[config.mk]
export PLATFORM = sky130hd
export DESIGN_NAME = apb_master
export DESIGN_NICKNAME = d
export VERILOG_FILES = /design/src/rtl/apb_master.sv
export SDC_FILE = /design/constraint.sdc
export NUM_CORES = 1
export LEC_CHECK = 0
export BUFFER_PORTS_ARGS = -buffer_cell sky130_fd_sc_hd__clkbuf_2
export CAP_MARGIN = 20
export CORE_UTILIZATION = 39
export DETAILED_ROUTE_END_ITERATION = 7
export GPL_TIMING_DRIVEN = 0
export PLACE_DENSITY = 0.71
export SLEW_MARGIN = 15
export SYNTH_ARGS = -nofsm -noshare
export SYNTH_HDL_FRONTEND = slang
export SYNTH_SLANG_ARGS = --single-unit
[constraint.sdc]
create_clock -name pclk -period 3.63 [get_ports pclk]
set_input_delay 0 -clock pclk [delete_from_list [all_inputs] [get_ports pclk]]
set_output_delay 0 -clock pclk [all_outputs]
set_load 0.1 [all_outputs]
[src/rtl/apb_master.sv]
// -----------------------------------------------------------------------------
// apb_master
//
// Bridges a simple valid/ready command/response interface onto an APB
// requester. One transfer is in flight at a time: a command is accepted in
// IDLE, driven onto APB through SETUP and ACCESS, and its result is held in
// RESP until the consumer takes it.
//
// Optional feature (compile-time macro):
//   APB_MASTER_TIMEOUT_EN - bounds the number of wait states in ACCESS to
//                           TIMEOUT_CYCLES; an expired transfer completes
//                           with rsp_err = 1 and rsp_rdata = 0. Without the
//                           macro the block waits for pready indefinitely and
//                           carries no wait-state counter.
//
// Parameters:
//   ADDR_W         - APB address width
//   DATA_W         - APB data width
//   TIMEOUT_CYCLES - ACCESS wait-state limit (timeout build only)
//
// Ports:
//   pclk, preset         - clock (rising edge) and async active-high reset
//   cmd_valid/cmd_ready  - command handshake; cmd_ready is high only in IDLE
//   cmd_write            - 1 = write, 0 = read
//   cmd_addr, cmd_wdata  - transfer address and write data
//   rsp_valid/rsp_ready  - response handshake
//   rsp_rdata            - read data (0 for writes and failed transfers)
//   rsp_err              - transfer ended with pslverr or a timeout
//   psel, penable        - APB phase controls
//   pwrite, paddr,pwdata - APB transfer attributes, held outside transfers
//   prdata, pready,
//   pslverr              - APB completer response, sampled only in ACCESS
// -----------------------------------------------------------------------------
module apb_master #(
    parameter int ADDR_W         = 32,
    parameter int DATA_W         = 32,
    parameter int TIMEOUT_CYCLES = 16
) (
    input  logic              pclk,
    input  logic              preset,

    input  logic              cmd_valid,
    output logic              cmd_ready,
    input  logic              cmd_write,
    input  logic [ADDR_W-1:0] cmd_addr,
    input  logic [DATA_W-1:0] cmd_wdata,

    output logic              rsp_valid,
    input  logic              rsp_ready,
    output logic [DATA_W-1:0] rsp_rdata,
    output logic              rsp_err,

    output logic              psel,
    output logic              penable,
    output logic              pwrite,
    output logic [ADDR_W-1:0] paddr,
    output logic [DATA_W-1:0] pwdata,
    input  logic [DATA_W-1:0] prdata,
    input  logic              pready,
    input  logic              pslverr
);

    typedef enum logic [1:0] {
        IDLE   = 2'd0,
        SETUP  = 2'd1,
        ACCESS = 2'd2,
        RESP   = 2'd3
    } state_t;

    state_t state;

    // Acceptance is a pure decode of the state register, so a command can
    // only ever be taken while no transfer is in flight.
    assign cmd_ready = (state == IDLE);

`ifdef APB_MASTER_TIMEOUT_EN
    // Counts ACCESS cycles that saw pready = 0. The transfer is abandoned on
    // the wait-state cycle that brings the count to TIMEOUT_CYCLES, i.e. when
    // the counter already holds TIMEOUT_CYCLES - 1.
    localparam int               CNT_W    = (TIMEOUT_CYCLES > 1) ? $clog2(TIMEOUT_CYCLES + 1) : 1;
    localparam logic [CNT_W-1:0] CNT_LAST = CNT_W'(TIMEOUT_CYCLES - 1);

    logic [CNT_W-1:0] wait_cnt;
    logic             timed_out;

    assign timed_out = (wait_cnt == CNT_LAST);
`else
    // The wait-state limit has no effect in this build; it is referenced here
    // only so both builds share one parameter list.
    if (TIMEOUT_CYCLES < 0) begin : g_timeout_unused
    end
`endif

    // NOTE: sequential state uses non-blocking assignments only, so every
    // register samples the pre-edge value of every other register.
    always_ff @(posedge pclk or posedge preset) begin
        if (preset) begin
            state     <= IDLE;
            psel      <= 1'b0;
            penable   <= 1'b0;
            pwrite    <= 1'b0;
            paddr     <= '0;
            pwdata    <= '0;
            rsp_valid <= 1'b0;
            rsp_rdata <= '0;
            rsp_err   <= 1'b0;
`ifdef APB_MASTER_TIMEOUT_EN
            wait_cnt  <= '0;
`endif
        end else begin
            case (state)
                IDLE: begin
                    // The command is captured here and the APB attribute
                    // outputs are loaded directly, so they stay stable for
                    // the whole transfer whatever the command port does.
                    if (cmd_valid) begin
                        state   <= SETUP;
                        psel    <= 1'b1;
                        penable <= 1'b0;
                        pwrite  <= cmd_write;
                        paddr   <= cmd_addr;
                        pwdata  <= cmd_wdata;
                    end
                end

                SETUP: begin
                    state   <= ACCESS;
                    penable <= 1'b1;
`ifdef APB_MASTER_TIMEOUT_EN
                    wait_cnt <= '0;
`endif
                end

                ACCESS: begin
                    if (pready) begin
                        state     <= RESP;
                        psel      <= 1'b0;
                        penable   <= 1'b0;
                        rsp_valid <= 1'b1;
                        rsp_err   <= pslverr;
                        // Only a successful read returns data; writes and
                        // failed reads report zero.
                        rsp_rdata <= (!pwrite && !pslverr) ? prdata : '0;
                    end
`ifdef APB_MASTER_TIMEOUT_EN
                    else if (timed_out) begin
                        state     <= RESP;
                        psel      <= 1'b0;
                        penable   <= 1'b0;
                        rsp_valid <= 1'b1;
                        rsp_err   <= 1'b1;
                        rsp_rdata <= '0;
                    end else begin
                        wait_cnt <= wait_cnt + CNT_W'(1);
                    end
`endif
                end

                RESP: begin
                    if (rsp_ready) begin
                        state     <= IDLE;
                        rsp_valid <= 1'b0;
                    end
                end

                // NOTE: unreachable with a two-bit encoding of four states,
                // but it keeps the case complete and recovers to IDLE.
                default: begin
                    state <= IDLE;
                end
            endcase
        end
    end

endmodule

======== Word-level counts from Yosys, hierarchy flattened ========
Cells that the tools add are included.
storage, ports and cells
  register bits after elaboration ......... 103
  input port bits ......................... 103
  output and inout port bits .............. 102
  logic and storage cells ................. 41
operators by class
  equality and inequality tests ........... 6
  mux-type cells .......................... 13
  reduce and logical (&&, ||, !) cells .... 13
operator list
  operator              count
  $mux W32              1
  $reduce_and A3 Y1     4
  $pmux W2 S4           1
  $mux W2               3
  $ne A2 B2 Y1 const B  3
  $mux W1               5
  $eq A2 B2 Y1 const B  2
  $pmux W1 S2           2
  $reduce_and A2 Y1     2
  $reduce_bool A2 Y1    2
  $pmux W1 S3           1
  $reduce_bool A3 Y1    1
  $eq A2 B1 Y1 const B  1
  $logic_not A1 Y1      2
  $logic_not A2 Y1      1
  $logic_and A1 B1 Y1   1

======== Depth between registers and ports, before layout ========
  depth in word-level cells ............... 3
  mapped depth ............................ 6
  mapped depth without buffers ............ 5

======== Least setup slack after synthesis ========
OpenSTA, ideal clock, no wires.
  path kind ............................... reg2reg
  from .................................... reg state[0]
  to ...................................... reg psel
  setup time .............................. 0.083 ns
  arrival time ............................ 1.668 ns
  data required time ...................... 3.547 ns
  path slack .............................. 1.879 ns
  cell stages (with the launch flop) ...... 5
  buffers on the path ..................... 0
  clock period less this slack ............ 1.751 ns
  cell sequence ........................... dfrtp_1 inv_1 ha_1 a21oi_1 o22ai_1
between the ends
  longest elaborated chain between the ends .. 3
  elaborated cells between the ends (all ways) .. 7
  those cells by class .................... 3 x eq/ne; 1 x mux; 3 x reduce/logical
ends and longest elaborated chain
  element                                                                     RTL line  source
  from (decl)                                                                 70        state_t state;
  from (signal assigned)                                                      98        state <= IDLE;
  from (signal assigned)                                                      117       state <= SETUP;
  from (signal assigned)                                                      127       state <= ACCESS;
  $logic_not A2 Y1 (*)                                                        -
  via cmd_ready                                                               43        output logic cmd_ready,
  $ne A2 B2 Y1 (no source line) / $reduce_bool A2 Y1 (equally long branches)  -
  $reduce_and A3 Y1 (no source line)                                          -
  to (signal assigned)                                                        99        psel <= 1'b0;
  to (signal assigned)                                                        118       psel <= 1'b1;
  to (signal assigned)                                                        137       psel <= 1'b0;
  to (decl)                                                                   53        output logic psel,
Mark *: on every way through the listed nets, which the timed path passes. The rest lies on a longest branch.
A chain may end at the register's enable or synchronous reset.

======== Worst setup path in the final report ========
  from .................................... reg state[0]
  to ...................................... reg pwdata[31]
between the ends
  longest elaborated chain between the ends .. 2
ends and longest elaborated chain
  element                             RTL line  source
  $logic_not A2 Y1                    111       case (state)
  $reduce_and A2 Y1 (no source line)  -
  to (signal assigned)                122       pwdata <= cmd_wdata;
  to (decl)                           57        output logic [DATA_W-1:0] pwdata,
No other way between the ends.

==> flow_summary.yaml <==
worst_setup_path:
  r2r_start: "state[0]$_DFFE_PP0P_"
  cp.required_ns: 3.87
  crit_slowest_cell: "dfrtp_1"
  setup.worst_path.start: "state[0]$_DFFE_PP0P_"
  crit_chain: "inv_1 -> ha_1 -> nand2_1 -> buf_2 -> buf_2 -> mux2_2"
  ff2ff_setup_slack_ns: 1.71
  critical_path.max_stage_delay_ns: 0.41
  worst-path-buf-inv: 3
  critPathArrivalTime_ns: 2.16
  critical_path_class: "flip-flop to flip-flop"
  ff2ff_path_depth: 6
  timing.critical_path.mode_cell: "buf_2"
  critPathLaunchType: "flip-flop"
  critPathCaptureType: "flip-flop"
  cpLargestDelayFamily: "buffers and inverters"
  cp_max_fo: 10
  rr_endpoint: "pwdata[31]$_DFFE_PP0P_"
floorplan:
  core_area_mm2: 0.00973
  pin_count: 205
  die_x_um: 102
  start_util_pct: 39.9
  placementRows: 36
  die_h_um: 102
  die-area_mm2: 0.0104
timing:
  final-setup-viol-count: 0
  fin_crit_ns: 1.92
  slew_headroom_pct: 62.4
  worst-slew-pin-transition_ns: 0.566
  min_period_over_period_pct: 52.9
  clock_skew_ns: 0.00394
  rsz0062_at_grt: "false"
  drv_slew: 0
  timing.fmax_mhz: 521
  fin_tns_setup_ns: 0
  hold_violations: 0
worst_hold_path:
  worstHoldStart: "pready"
  min_to: "rsp_valid$_DFFE_PP0P_"
  hp-class: "input pin to flip-flop"
  hold_depth: 3
placed_design:
  gp_congestion: 0.785
  port_buffers: 204
  dp_hpwl_mm: 6.58
clock_tree:
  clk_pin_slew_worst_paths_ns: 0.09
  cts_num_sinks: 103
  clock_latency_ns: 0.36
  clk_path_buf_depth: 2
  htree_levels: 3
  post_cts_buffers: 0
  cts_tree: "built"
  cts_made_buffers: 9
  root_buffer: "clkbuf_8"
synth:
  yosysTopAreaCell: "dfrtp_1"
  synth_top_area_share_pct: 66.3
  yosys-top-cells-area: "dfrtp_1, mux2_2, a22o_1"
  syn-num-nets: 353
  postSynthAreaPerCell_um2: 16.0
  ys_seq_elements: 103
  mappedNetlistArea_mm2: 0.00388
  synth.yosys.warnings: 0
  ys_seq_area_share_pct: 66.3
  netlist-cell-type-count: 18
  postSynthCellCount: 243
global_route:
  grt.total_usage_pct: 19.7
  grt_max_degree: 56
  grt_antenna_before_repair: 0
  grt_pass1_vias: 3201
  overflow: 0
  grt_pass1_wl_mm: 15.1
finish:
  area_growth_syn_to_layout_pct: 62.0
  nets: 670
  layout_common_cells: "clkbuf_2, dfrtp_1, dlygate4sd3_1, mux2_2, a22o_1"
  drive_above_1_share_pct: 52.9
  final_common_cell: "clkbuf_2"
  antenna_cells: 0
routing:
  routed_via_density: 4.55
  post-route-drc-count: 0
  antenna_left: 0
  drtIter0Drc: 46
  wl_per_cell_um: 14.7
  wl_met3_um: 747
  wl_met2_mm: 5.25
  vias: 3178
  drt-met1-wl_mm: 4.01
  routed_wl_mm: 10.3
  highest_layer: "met4"
  first_pass_iters: 4
status:
  status: "finished, final reports clean"
run:
  cap_violations: 0
-- cells in the mapped netlist --
library cell / number
inv_1: 6
clkbuf_1: 3
a22o_1: 32
a222oi_1: 1
o22ai_1: 1
nor3_2: 1
a221oi_1: 1
mux2_1: 1
dfrtp_1: 103
a21oi_1: 2
mux2_2: 67
nand2_1: 2
inv_2: 1
ha_1: 7
nor2_1: 1
buf_2: 10
mux2i_1: 2
o21ai_0: 2
-- worst reg2reg max path, stage by stage, from the launching register on --
cell	delay, ns
dfrtp_1	0.41
inv_1	0.13
ha_1	0.26
nand2_1	0.08
buf_2	0.25
buf_2	0.30
mux2_2	0.37
-- cell families after synthesis --
kind of cell	count (synthesis)	synth area share, %
simple gates	4	0.547
mux	70	20.2
fa+ha+maj	7	2.25
flops	103	66.3
buf+inv	20	2.25
compound gates	39	8.37
-- layer usage --
layer	up-vias	global-route usage (%)
li1	1510	-
met1	1502	21.6
met2	146	35.7
met3	20	4.62
met4	0	9.70
met5	-	0
-- what timing repair did --
item	4_1_cts	5_1_grt
resized for setup	0	0
hold buffers	101	0
hold endpoints to repair	148	0
-- layout make-up --
type                    instances  area, µm²
fillers                       733       3440
flip-flops and latches        103       2580
repair buffers                306       2060
multi-input cells             120       1220
well taps                     133        166
clock buffers                  13        159
plain buffers                  13       61.3
inverters                       7       31.3
clock inverters                 3       17.5
-- worst max path at each step --
stage | to | slack, ns | depth (start not counted)
after global placement | rsp_rdata[11]$_DFFE_PP0P_ | -0.12 | 2
after CTS | pwdata[31]$_DFFE_PP0P_ | 1.69 | 6
after global routing | rsp_rdata[30]$_DFFE_PP0P_ | 1.56 | 6
after floorplan | paddr[0]$_DFFE_PP0P_ | 0.93 | 1
final | pwdata[31]$_DFFE_PP0P_ | 1.71 | 6
after detailed placement | pwdata[31]$_DFFE_PP0P_ | 1.71 | 6
-- state kept, by name, summed over array words and instances, names as in the netlist, 2 cells and up --
name       flops
rsp_rdata     32
paddr         32
state          2
pwdata        32
-- per-stage QoR --
step	utilization [%]	std cells	hold WS (ns)	instance area, µm²	worst slack [ns]
floorplan	-	243	0.133	3880	0.926
global placement	52.1	580	0.218	5070	-0.116
detailed placement	52.5	581	0.0598	5100	1.71
CTS	64.7	698	0.0157	6290	1.69
global route	64.7	698	0.0573	6290	1.56
finish	64.7	698	0.0531	6290	1.71
Power is not shown: default switching activity piles up to over one toggle a cycle in this logic, so the estimate is an artifact.
